**config.mk**
```make
export PLATFORM = sky130hd
export DESIGN_NAME = rr_seq_divider
export DESIGN_NICKNAME = d
export VERILOG_FILES = /design/src/rtl/div_pkg.sv /design/src/rtl/div_core.sv /design/src/rtl/rr_seq_divider.sv
export SDC_FILE = /design/constraint.sdc
export NUM_CORES = 1
export LEC_CHECK = 0
export CELL_PAD_IN_SITES_DETAIL_PLACEMENT = 0
export CELL_PAD_IN_SITES_GLOBAL_PLACEMENT = 2
export CORE_MARGIN = 2
export CORE_UTILIZATION = 35
export CTS_CLUSTER_SIZE = 16
export DETAILED_ROUTE_END_ITERATION = 10
export GPL_TIMING_DRIVEN = 0
export PLACE_DENSITY_LB_ADDON = 0.1
export SETUP_SLACK_MARGIN = 0.4
export SYNTH_ARGS = -nofsm -noshare
export SYNTH_HDL_FRONTEND = slang
export SYNTH_SLANG_ARGS = --single-unit
export TNS_END_PERCENT = 50
```
**constraint.sdc**
```tcl
create_clock -name clk -period 11.9 [get_ports clk]
set_input_delay 2.38 -clock clk [delete_from_list [all_inputs] [get_ports clk]]
set_output_delay 2.38 -clock clk [all_outputs]
set_load 0.1 [all_outputs]
```
**src/rtl/div_pkg.sv**
```systemverilog
// Shared types and helpers for the round-robin sequential divider.
package div_pkg;

  typedef enum logic [1:0] {
    IDLE = 2'd0,
    RUN  = 2'd1,
    DONE = 2'd2
  } state_e;

  typedef struct packed {
    logic dz;
    logic ovf;
  } flags_t;

  // Channel tag width; a single channel still gets a 1-bit tag.
  function automatic int unsigned chw(input int unsigned n);
    return (n <= 1) ? 1 : $clog2(n);
  endfunction

endpackage

```
**src/rtl/div_core.sv**
```systemverilog
// Iterative restoring shift-subtract divider with early exit on
// divide-by-zero and quotient overflow. Result ports are valid when done=1.
module div_core
  import div_pkg::*;
#(
  parameter int unsigned WIDTH = 16,
  parameter int unsigned QBITS = 15
) (
  input  logic             clk,
  input  logic             reset,
  input  logic             abort,
  input  logic             start,
  input  logic [WIDTH-1:0] a,
  input  logic [WIDTH-1:0] b,
  output logic             busy,
  output logic             done,
  output logic [WIDTH-1:0] q,
  output logic [WIDTH-1:0] r,
  output logic             dz,
  output logic             ovf
);

  localparam int unsigned DW = WIDTH + QBITS;

  logic [WIDTH-1:0] dvd;
  logic [DW-1:0]    dvs;
  logic [QBITS-1:0] mask;
  logic [QBITS-1:0] quo;
  logic             sub;
  logic [WIDTH-1:0] dvd_nx;
  logic [QBITS-1:0] quo_nx;
  flags_t           flg;

  // One restoring step on the current partial remainder
  always_comb begin
    sub    = (dvs <= DW'(dvd));
    dvd_nx = sub ? (dvd - dvs[WIDTH-1:0]) : dvd;
    quo_nx = sub ? (quo | mask) : quo;
  end

  // Classify a new request before committing to the iterative path
  always_comb begin
    flg.dz  = (b == '0);
    flg.ovf = (b != '0) && (DW'(a) >= (DW'(b) << QBITS));
  end

  // Result selection: immediate for flagged requests, last step otherwise
  always_comb begin
    done = 1'b0;
    q    = '0;
    r    = '0;
    dz   = 1'b0;
    ovf  = 1'b0;
    if (start && flg.dz) begin
      done = 1'b1;
      q    = '1;
      r    = a;
      dz   = 1'b1;
    end else if (start && flg.ovf) begin
      done = 1'b1;
      q    = WIDTH'({QBITS{1'b1}});
      r    = a;
      ovf  = 1'b1;
    end else if (busy && mask[0]) begin
      done = 1'b1;
      q    = WIDTH'(quo_nx);
      r    = dvd_nx;
    end
  end

  // Datapath registers and iteration control
  always_ff @(posedge clk or posedge reset) begin
    if (reset) begin
      busy <= 1'b0;
      dvd  <= '0;
      dvs  <= '0;
      mask <= '0;
      quo  <= '0;
    end else if (abort) begin
      busy <= 1'b0;
    end else if (start && !flg.dz && !flg.ovf) begin
      busy <= 1'b1;
      dvd  <= a;
      dvs  <= DW'(b) << (QBITS - 1);
      mask <= QBITS'(1) << (QBITS - 1);
      quo  <= '0;
    end else if (busy) begin
      dvd  <= dvd_nx;
      quo  <= quo_nx;
      dvs  <= dvs >> 1;
      mask <= mask >> 1;
      if (mask[0]) busy <= 1'b0;
    end
  end

endmodule

```
**src/rtl/rr_seq_divider.sv**
```systemverilog
// Multi-channel unsigned divider: round-robin arbitration in front of one
// shared iterative core, with a held, backpressured result register.
module rr_seq_divider
  import div_pkg::*;
#(
  parameter int unsigned WIDTH = 16,
  parameter int unsigned QBITS = 15,
  parameter int unsigned NCH   = 2,
  parameter int unsigned CHW   = chw(NCH)
) (
  input  logic                 clk,
  input  logic                 reset,
  input  logic                 flush,
  input  logic [NCH-1:0]       in_valid,
  output logic [NCH-1:0]       in_ready,
  input  logic [NCH*WIDTH-1:0] in_a,
  input  logic [NCH*WIDTH-1:0] in_b,
  output logic                 out_valid,
  input  logic                 out_ready,
  output logic [CHW-1:0]       out_ch,
  output logic [WIDTH-1:0]     out_q,
  output logic [WIDTH-1:0]     out_r,
  output logic                 out_dz,
  output logic                 out_ovf
);

  state_e           state;
  logic [CHW-1:0]   last_grant;
  logic [CHW-1:0]   grant;
  logic [CHW-1:0]   tag;
  logic             any_req;
  logic             can_accept;
  logic             accept;
  logic [WIDTH-1:0] sel_a;
  logic [WIDTH-1:0] sel_b;
  logic             core_busy;
  logic             core_done;
  logic [WIDTH-1:0] core_q;
  logic [WIDTH-1:0] core_r;
  logic             core_dz;
  logic             core_ovf;

  // Round-robin pick, searching from the channel after last_grant
  always_comb begin
    int unsigned    idx;
    logic [CHW-1:0] cidx;
    grant   = last_grant;
    any_req = 1'b0;
    idx     = 0;
    cidx    = '0;
    for (int unsigned k = 1; k <= NCH; k++) begin
      idx  = (32'(last_grant) + k) % NCH;
      cidx = CHW'(idx);
      if (!any_req && in_valid[cidx]) begin
        any_req = 1'b1;
        grant   = cidx;
      end
    end
  end

  // Accept window and one-hot ready
  always_comb begin
    can_accept = !flush && !core_busy &&
                 ((state == IDLE) || ((state == DONE) && out_ready));
    accept     = can_accept && any_req;
    in_ready   = '0;
    if (accept) in_ready[grant] = 1'b1;
  end

  // Operand mux for the granted channel
  always_comb begin
    sel_a = in_a[32'(grant)*WIDTH +: WIDTH];
    sel_b = in_b[32'(grant)*WIDTH +: WIDTH];
  end

  div_core #(
    .WIDTH (WIDTH),
    .QBITS (QBITS)
  ) u_core (
    .clk   (clk),
    .reset (reset),
    .abort (flush),
    .start (accept),
    .a     (sel_a),
    .b     (sel_b),
    .busy  (core_busy),
    .done  (core_done),
    .q     (core_q),
    .r     (core_r),
    .dz    (core_dz),
    .ovf   (core_ovf)
  );

  // Control FSM with arbiter state, channel tag and held result
  always_ff @(posedge clk or posedge reset) begin
    if (reset) begin
      state      <= IDLE;
      last_grant <= CHW'(NCH - 1);
      tag        <= '0;
      out_valid  <= 1'b0;
      out_ch     <= '0;
      out_q      <= '0;
      out_r      <= '0;
      out_dz     <= 1'b0;
      out_ovf    <= 1'b0;
    end else if (flush) begin
      state     <= IDLE;
      out_valid <= 1'b0;
    end else begin
      if (accept) begin
        last_grant <= grant;
        tag        <= grant;
      end
      case (state)
        IDLE, DONE: begin
          if (accept) begin
            if (core_done) begin
              state     <= DONE;
              out_valid <= 1'b1;
              out_ch    <= grant;
              out_q     <= core_q;
              out_r     <= core_r;
              out_dz    <= core_dz;
              out_ovf   <= core_ovf;
            end else begin
              state     <= RUN;
              out_valid <= 1'b0;
            end
          end else if ((state == DONE) && out_ready) begin
            state     <= IDLE;
            out_valid <= 1'b0;
          end
        end
        RUN: begin
          if (core_done) begin
            state     <= DONE;
            out_valid <= 1'b1;
            out_ch    <= tag;
            out_q     <= core_q;
            out_r     <= core_r;
            out_dz    <= core_dz;
            out_ovf   <= core_ovf;
          end
        end
        default: state <= IDLE;
      endcase
    end
  end

endmodule

```
==> out/results.txt, run 1 <==
Outcome -> completed
Startpoint Class -> primary input
Die Wd -> 143.5 µm
FILL cells -> 1942
Critical Path AT -> 5.61 ns
Die area -> 20600 µm²
Detailed Route Iter0 Violations -> 439
Worst Setup SP -> in_valid[1]
Worst path required time -> 9.52 ns
Synth area leaders -> dfrtp_1 (42%), nand2_1 (8.3%), ha_1 (5.9%)
Final net count -> 1025
Layout overhead on the synthesized area -> 29.09%
Slew HR -> 33.98%
Vias in the first global route -> 6483
Layout cells sized above 1 -> 8.021%
Placer congestion estimate -> 0.8384
Peak VDD IR -> 0.0001100 V
Crit-path slowest cell -> clkdlybuf4s50_1
Worst-margin pin slew -> 0.9872 ns
Design Power -> 1.745 mW
Max-slew violation count -> 0
Critical-path maximum fanout -> 10
Initial antenna violation count -> 0
I/O pins -> 108
RSZ-0062 raised after global routing -> false
Post-route antenna net violation count -> 0
Worst Setup EP -> in_ready[1]
Clock Tree Buf Depth -> 2
Syn avg cell area -> 8.570 µm²
Starting Density -> 35.35%
Final hold violation count -> 0
# DRC -> 0
Routed WL -> 23290 µm
Synth Flop Type -> dfrtp_1
Die H -> 143.5 µm
Cts bufs inserted -> 17
Crit path top cell by count -> clkdlybuf4s50_1
Mapped Cells -> 795
Syn_nets -> 898
Crit path time final -> 7.988 ns
Htree depth -> 4
Routed vias -> 6448
CTS tree -> built
R2R Setup Slk -> 8.38 ns
Final design utilization -> 45.64%
Root Buffer -> clkbuf_16
Worst-case clock skew -> 0.01308 ns
Hold Crit Class -> flip-flop to flip-flop
Pin count of the biggest net entering global routing -> 89
Clk_lat worst skew -> 0.42 ns
Cell chain of the critical path -> clkdlybuf4s50_1, or2_1, nand2_2, buf_2, buf_1, nor2_1, clkdlybuf4s50_1
Max-cap viol count -> 0
CTS resizes -> 0
Flops & latches, synth -> 116
Setup CP Type -> primary input to primary output
Mapped cell area -> 6813 µm²
Worst r2r path cells -> 11
All-Layer GR Usage -> 23.10%
Wirelength per Cell -> 19.41 µm
Leakage power -> 3.774 nW
First-pass GRT wire length -> 35770 µm
Clock Sinks -> 116
Most frequent cells in the layout -> nand2_1 (150), dfrtp_1 (115), clkdlybuf4s50_1 (107), nor2_1 (67), a21oi_1 (58)
Remaining Overflow, GRT -> 0
F_max -> 125.2 MHz
Post-synth EDFFs -> 0
Setup TNS -> 0 ns
Setup Viol. Count Final -> 0
Router iterations before antenna repair -> 5
YS warnings -> 0
P per Cell Area -> 198.4 nW/µm²
Synth top area share -> 42.24%
CTS clk-pin slew, worst paths -> 0.06 ns
Unique masters post-synth -> 66
Synth async-reset ratio -> 100.0%
Commonest non-fill, non-tap cell in the layout -> nand2_1
Final period util -> 67.12%
Worst R2R Start -> last_grant
Cell taking the most area after synthesis -> dfrtp_1
# rows -> 51
# port buffers -> 107
Crit end category -> primary output
Hold-fix buffers at CTS -> 0
Core ar. -> 19270 µm²
Detailed-placement wirelength estimate -> 17530 µm
# diodes -> 0
Worst hold path depth -> 1
Post-synthesis sequential area ratio -> 42.63%
Via-per-instance ratio -> 5.373
Worst hold slack -> 0.4767 ns
R2R Path End -> u_core.dvd[3]
CP peak stage delay -> 1.02 ns
Setup bufs post-CTS -> 0
cells by family after synthesis:
logic type | share of synthesized area (%)
compound gates | 21.56
xor+xnor | 1.414
fa+ha+maj | 6.171
buf+inv | 5.767
flops | 42.63
mux | 3.104
simple gates | 19.36
cells in the mapped netlist, types with 3 or more instances:
master	count
nand4_1	9
o211ai_1	3
xnor2_1	9
buf_1	3
nand3_1	6
nor2b_1	3
and4_1	3
buf_2	20
a21oi_1	58
and2_1	4
a211oi_1	26
a41o_1	3
nor2_1	67
inv_1	37
mux2i_1	20
o21ai_1	16
o21ai_0	42
dfrtp_1	115
nand2_1	150
nor4_1	15
and3_1	16
a21o_1	9
a221o_1	3
nand2b_1	5
o22ai_1	16
buf_4	3
ha_1	32
o32ai_1	3
clkbuf_1	26
o221ai_1	9
a31oi_1	16
where the power goes:
group | internal (mW) | switching, mW
sequential | 0.468 | 0.0668
combinational | 0.278 | 0.454
clock | 0.271 | 0.207
worst min-delay path by stage:
stage	startpoint	end	slack, ns
2_1_floorplan	tag	tag	0.45
3_3_place_gp	tag	tag	0.46
3_5_place_dp	tag	tag	0.47
4_1_cts	tag	tag	0.48
5_1_grt	tag	tag	0.49
6_report	tag	tag	0.48
routing by layer:
layer / vias to the layer above / part of all wire, % / global-route usage [%]
met2: 218 / 46 / 37.42
li1: 3084 / - / -
met4: 0 / 2.0 / 7.224
met5: - / 0 / 0
met3: 32 / 6.5 / 5.665
met1: 3114 / 46 / 30.49
registers in the layout (all words and copies together) (netlist names):
signal / flops
u_core.dvs: 30
out_q: 16
out_r: 16
u_core.dvd: 16
u_core.mask: 15
u_core.quo: 15
state: 2
last_grant: 1
out_ch: 1
out_ovf: 1
out_valid: 1
tag: 1
u_core.busy: 1
layout make-up:
cell class	instances	area, µm²	share of cell area [%]
buffer	54	254.0	2.888
clock inverter	14	117.6	1.337
timing repair buffer	108	1099	12.49
tap	265	331.6	3.770
multi-input combinational	588	3516	39.98
clock buffer	18	429.2	4.880
sequential	116	2904	33.02
inverter	37	143.9	1.636
stage by stage:
stage / instance area, µm² / instances / worst slack (ns)
global placement: 8215 / 1167 / 3.946
CTS: 8795 / 1200 / 3.951
detailed placement: 8248 / 1168 / 3.964
finish: 8795 / 1200 / 3.912
global route: 8795 / 1200 / 3.800
floorplan: 6813 / 795 / 5.004
critical path: cells and delay by family:
kind / cells / cell delay (ns)
buf+inv: 4 / 2.56
simple gates: 3 / 0.65
Note: power is estimated with default switching activity, not from simulation.
==> run 2: changes to the inputs <==
--- a/config.mk
+++ b/config.mk
@@ -8,7 +8,7 @@
 export CELL_PAD_IN_SITES_DETAIL_PLACEMENT = 0
 export CELL_PAD_IN_SITES_GLOBAL_PLACEMENT = 2
 export CORE_MARGIN = 2
-export CORE_UTILIZATION = 35
+export CORE_UTILIZATION = 33
 export CTS_CLUSTER_SIZE = 16
 export DETAILED_ROUTE_END_ITERATION = 10
 export GPL_TIMING_DRIVEN = 0
==> constraint.sdc (replaced) <==
create_clock -name clk -period 8.3 [get_ports clk]
set_input_delay 1.66 -clock clk [delete_from_list [all_inputs] [get_ports clk]]
set_output_delay 1.66 -clock clk [all_outputs]
set_load 0.1 [all_outputs]
==> run 2 against run 1 <==
Compared with the run above:
- clock-buffer cell count stayed put
- first-iteration DRC count is 10% lower
- clock power is 45% higher
- non-clock buffer count unchanged
- power up 44%
- die area is 5.9% higher
- global-route usage decreased by 0.43 points
- wire length up 2.3%
- via count is essentially flat
==> out/results.txt, run 2 (synthesis gave the netlist of run 1 again) <==
Crit-path slowest cell -> clkdlybuf4s50_1
Layout cells sized above 1 -> 8.021% (unchanged)
Setup TNS -> 0 ns (unchanged)
Routed WL -> 23840 µm (+2.3%)
Setup CP Type -> primary input to primary output
Commonest non-fill, non-tap cell in the layout -> nand2_1
Clock Tree Buf Depth -> 2 (unchanged)
Critical Path AT -> 4.95 ns (-0.66 ns)
Final net count -> 1025 (unchanged)
Via-per-instance ratio -> 5.345 (-0.53%)
Htree depth -> 4 (unchanged)
Leakage power -> 3.775 nW (about the same)
Max FFs per register -> 30 (unchanged)
Router iterations before antenna repair -> 5 (unchanged)
Crit path time final -> 6.609 ns
Placer congestion estimate -> 0.8707 (+3.9%)
Max-cap viol count -> 0 (unchanged)
Hold-fix buffers at CTS -> 0 (unchanged)
DP Area -> 8254 µm² (about the same)
Outcome -> completed
Most frequent cells in the layout -> nand2_1 (150), dfrtp_1 (115), clkdlybuf4s50_1 (107), nor2_1 (67), a21oi_1 (58)
Startpoint Class -> primary input
Worst-case clock skew -> 0.01143 ns (-0.001658 ns)
Cts bufs inserted -> 17 (unchanged)
Die H -> 147.7 µm (+2.9%)
All-Layer GR Usage -> 22.67% (-0.43 points)
CTS clk-pin slew, worst paths -> 0.06 ns (about the same)
First-pass GRT wire length -> 37610 µm (+5.1%)
Final period util -> 79.62%
Cell chain of the critical path -> clkdlybuf4s50_1, or2_1, nand2_2, buf_2, buf_1, nor2_1, clkdlybuf4s50_1
Remaining Overflow, GRT -> 0 (unchanged)
Setup Viol. Count Final -> 0 (unchanged)
Setup bufs post-CTS -> 0 (unchanged)
Peak VDD IR -> 0.0001409 V (+28%)
Pin count of the biggest net entering global routing -> 64 (-28%)
Worst slack, placed -> 1.712 ns (-2.251 ns)
Post-route antenna net violation count -> 0 (unchanged)
Clock Sinks -> 116 (unchanged)
Detailed Route Iter0 Violations -> 393 (-10%)
Reg with most FFs -> u_core.dvs
Crit path top cell by count -> clkdlybuf4s50_1
# port buffers -> 107 (unchanged)
Finished Cell Area -> 8806 µm² (+0.13%)
Slew HR -> 33.78% (-0.20 points)
Layout overhead on the synthesized area -> 29.26%
CTS resizes -> 0 (unchanged)
Critical-path maximum fanout -> 10 (unchanged)
# DRC -> 0 (unchanged)
Max-slew violation count -> 0 (unchanged)
Root Buffer -> clkbuf_16
Die area -> 21810 µm² (+5.9%)
F_max -> 151.3 MHz
CP peak stage delay -> 1.02 ns (about the same)
RSZ-0062 raised after global routing -> false
# rows -> 52 (+2.0%)
I/O pins -> 108 (unchanged)
Starting Density -> 33.67% (-1.7 points)
Worst path required time -> 6.64 ns (-2.88 ns)
Detailed-placement wirelength estimate -> 17880 µm (+2.0%)
Die Wd -> 147.7 µm (+2.9%)
Worst-margin pin slew -> 0.9902 ns (+0.002980 ns)
P per Cell Area -> 285.3 nW/µm² (+44%)
Core ar. -> 20230 µm² (+5.0%)
Hold Crit Class -> flip-flop to flip-flop
Crit end category -> primary output
CTS tree -> built
Routed vias -> 6446 (-0.031%)
Final hold violation count -> 0 (unchanged)
Wirelength per Cell -> 19.76 µm (+1.8%)
Vias in the first global route -> 6590 (+1.7%)
Clk_lat worst skew -> 0.43 ns (about the same)
Initial antenna violation count -> 0 (unchanged)
Final setup margin -> 1.691 ns (-2.221 ns)
run 2: layout make-up:
type                       instances  area, µm²
clock buffer                      18      429.2
clock inverter                    14      120.1
sequential                       116       2904
timing repair buffer             108       1099
antenna                            1      2.502
fill                            2007      11430
tap                              270      337.8
buffer                            54      254.0
inverter                          37      143.9
multi-input combinational        588       3516
run 2: critical path: cells and delay by family:
family / cells / cell delay [ns]
buf+inv: 4 / 2.60
simple gates: 3 / 0.66
run 2: stage by stage:
stage	std cells	hold slack [ns]	util (%)	power, mW
floorplan	795	0.4491	-	1.493
global placement	1172	0.4641	40.63	1.809
detailed placement	1173	0.4609	40.79	1.821
CTS	1205	0.4800	43.51	2.524
global route	1205	0.5102	43.51	2.698
finish	1206	0.4769	43.52	2.512
run 2: final timing paths:
check	startpoint	end	slack, ns	cells past startpoint
max	in_valid[1]	in_ready[1]	1.69	7
min	tag	tag	0.48	1
max reg2reg	last_grant	u_core.dvd[7]	4.76	11
min reg2reg	tag	tag	0.48	1
max in group asynchronous	reset	u_core.dvd[9]	5.89	3
min in group asynchronous	reset	out_q[10]	1.69	2
run 2: where the power goes:
part           internal (mW)  total [mW]  switching, mW
combinational          0.399        1.05          0.653
sequential             0.671       0.765         0.0949
clock                  0.389       0.694          0.305
total                   1.46        2.51           1.05
run 2: per-layer routing:
metal | vias up | GRT usage [%] | part of all wire [%]
met5 | - | 0 | 0
met4 | 0 | 8.558 | 2.7
met3 | 38 | 6.235 | 7.1
met2 | 240 | 35.14 | 46
met1 | 3091 | 30.29 | 45
li1 | 3077 | - | -
==> run 3: changes to the inputs <==
--- a/config.mk
+++ b/config.mk
@@ -8,7 +8,7 @@
 export CELL_PAD_IN_SITES_DETAIL_PLACEMENT = 0
 export CELL_PAD_IN_SITES_GLOBAL_PLACEMENT = 2
 export CORE_MARGIN = 2
-export CORE_UTILIZATION = 33
+export CORE_UTILIZATION = 29
 export CTS_CLUSTER_SIZE = 16
 export DETAILED_ROUTE_END_ITERATION = 10
 export GPL_TIMING_DRIVEN = 0
==> constraint.sdc (replaced) <==
create_clock -name clk -period 5.95 [get_ports clk]
set_input_delay 1.19 -clock clk [delete_from_list [all_inputs] [get_ports clk]]
set_output_delay 1.19 -clock clk [all_outputs]
set_load 0.1 [all_outputs]
==> run 3 against run 2 <==
Compared with the run above:
- cell count rose by 3.9%
- via count rose by 0.11%
- register-to-register slack got worse by 2.5 ns
- core utilization fell by 5.2 points
- sequential share of layout area fell by 0.42 points
- largest cell class unchanged
- first-iteration DRC count fell by 3.6%
- worst setup slack got worse by 0.85 ns
- final area rose by 1.3%
- combinational power rose by 42%
- critical path type unchanged
- global-route usage fell by 2.1 points
- clock power rose by 53%
==> out/results.txt, run 3 (synthesis gave the netlist of run 1 again) <==
All-Layer GR Usage -> 20.61% (-2.1 points)
Vias in the first global route -> 6690 (+1.5%)
# DRC -> 0 (unchanged)
FF/Latch Area -> 2904 µm² (unchanged)
Final period util -> 85.79%
# port buffers -> 107 (unchanged)
I/O pins -> 108 (unchanged)
Hold-fix buffers at CTS -> 0 (unchanged)
Die area -> 24730 µm² (+13%)
Max FFs per register -> 30 (unchanged)
Placer congestion estimate -> 0.8692 (-0.17%)
Pin count of the biggest net entering global routing -> 71 (+11%)
Outcome -> completed
Worst slack, placed -> 0.2743 ns (-1.438 ns)
DP Area -> 8315 µm² (+0.74%)
Remaining Overflow, GRT -> 0 (unchanged)
Router iterations before antenna repair -> 5 (unchanged)
Initial antenna violation count -> 1 (+1)
Via-per-instance ratio -> 5.150 (-3.6%)
Max-slew violation count -> 0 (unchanged)
Die H -> 157.3 µm (+6.5%)
Crit-path slowest cell -> clkdlybuf4s50_1
Core ar. -> 23260 µm² (+15%)
Clk_lat worst skew -> 0.43 ns (about the same)
Setup bufs post-CTS -> 0 (unchanged)
Hold Crit Class -> flip-flop to flip-flop
Layout cells sized above 1 -> 8.137% (+0.12 points)
Detailed Route Iter0 Violations -> 379 (-3.6%)
Clock Tree Buf Depth -> 2 (unchanged)
CTS clk-pin slew, worst paths -> 0.06 ns (about the same)
Starting Density -> 29.29% (-4.4 points)
Wirelength per Cell -> 19.68 µm (-0.44%)
P per Cell Area -> 405.7 nW/µm² (+42%)
Cts bufs inserted -> 17 (unchanged)
Most frequent cells in the layout -> nand2_1 (150), dfrtp_1 (115), clkdlybuf4s50_1 (106), nor2_1 (67), a21oi_1 (58)
Reg with most FFs -> u_core.dvs
Htree depth -> 4 (unchanged)
Max-cap viol count -> 0 (unchanged)
Crit path top cell by count -> clkdlybuf4s50_1
Detailed-placement wirelength estimate -> 18540 µm (+3.7%)
First-pass GRT wire length -> 38150 µm (+1.4%)
Setup CP Type -> primary input to primary output
Finished Cell Area -> 8920 µm² (+1.3%)
Cell chain of the critical path -> clkdlybuf4s50_1, or2_4, or4_4, nor2_1, clkdlybuf4s50_1
Leakage power -> 3.806 nW (+0.80%)
Final setup margin -> 0.8453 ns (-0.8461 ns)
F_max -> 195.9 MHz
Crit end category -> primary output
Peak VDD IR -> 0.0001560 V (+11%)
Routed WL -> 24660 µm (+3.4%)
CTS tree -> built
Critical-path maximum fanout -> 6 (-4)
Commonest non-fill, non-tap cell in the layout -> nand2_1
Routed vias -> 6453 (+0.11%)
# rows -> 56 (+7.7%)
Setup TNS -> 0 ns (unchanged)
Worst-margin pin slew -> 0.9909 ns (+0.0007477 ns)
Die Wd -> 157.3 µm (+6.5%)
Worst-case clock skew -> 0.01375 ns (+0.002321 ns)
Setup Viol. Count Final -> 0 (unchanged)
Area occupied by multi-input gates -> 3516 µm² (unchanged)
Final hold violation count -> 0 (unchanged)
Worst path required time -> 4.76 ns (-1.88 ns)
Slew HR -> 33.73% (-0.050 points)
Critical Path AT -> 3.91 ns (-1.04 ns)
Clock Sinks -> 116 (unchanged)
Final net count -> 1025 (unchanged)
FILL cells -> 2419 (+21%)
Post-route antenna net violation count -> 0 (unchanged)
Crit path time final -> 5.105 ns
RSZ-0062 raised after global routing -> false
CP peak stage delay -> 1.15 ns (+0.13 ns)
Root Buffer -> clkbuf_16
Layout overhead on the synthesized area -> 30.93%
# diodes -> 0 (-1)
Startpoint Class -> primary input
[run 3: changes by cell type in the layout (fill, tap and decap cells not counted), sizes merged]
| cell | previous run | this run |
|---|---|---|
| diode | 1 | 0 |
| clkdlybuf4s15 | 0 | 1 |
| buf | 29 | 28 |
| clkdlybuf4s50 | 107 | 106 |
| inv | 43 | 40 |
| bufinv | 0 | 3 |
[run 3: final timing paths]
kind                       cells past startpoint  slack, ns  startpoint       endpoint
min                                            2       0.48     out_ovf        out_ovf
min in group asynchronous                      2       1.17       reset      out_q[11]
min reg2reg                                    2       0.48     out_ovf        out_ovf
max reg2reg                                   11       2.29  last_grant  u_core.dvd[5]
max in group asynchronous                      3       4.04       reset     last_grant
max                                            5       0.85       flush    in_ready[0]
[run 3: routing by layer]
layer | vias to the layer above | part of all wire, % | track usage [%]
li1 | 3081 | - | -
met1 | 3153 | 47 | 27.65
met2 | 187 | 46 | 33.96
met3 | 32 | 4.9 | 3.937
met4 | 0 | 1.5 | 5.714
met5 | - | 0 | 0
[run 3: timing repair]
action	CTS	global route
setup endpoints to repair	1	1
resized for setup	2	2
hold endpoints to repair	0	0
[run 3: worst max-delay path: cells and delay by family]
kind	cells	cell delay [ns]
and+or+nand+nor	3	1.01
buffers and inverters	2	1.71
[run 3: final cells by class]
class                           count  area share, %
Clock buffer                       17          4.769
Timing Repair Buffer              108          12.26
Clock inverter                     14          1.992
Inverter                           37          1.613
Buffer                             54          2.918
Sequential cell                   116          32.56
Multi-Input combinational cell    588          39.42
Tap cell                          319          4.475
[run 3: through the flow]
| step | instances | power, mW | util (%) | hold slack [ns] |
|---|---|---|---|---|
| 2_1_floorplan | 795 | 2.082 | - | 0.4491 |
| 4_1_cts | 1253 | 3.639 | 38.36 | 0.4856 |
| 3_3_place_gp | 1221 | 2.536 | 35.61 | 0.4645 |
| 5_1_grt | 1253 | 3.866 | 38.34 | 0.5130 |
| 3_5_place_dp | 1222 | 2.553 | 35.75 | 0.4633 |
| 6_report | 1253 | 3.619 | 38.34 | 0.4817 |
[run 3: report_power, final]
part,internal [mW],switching [mW]
Sequential,0.936,0.131
Clock,0.660,0.405
Combinational,0.559,0.928
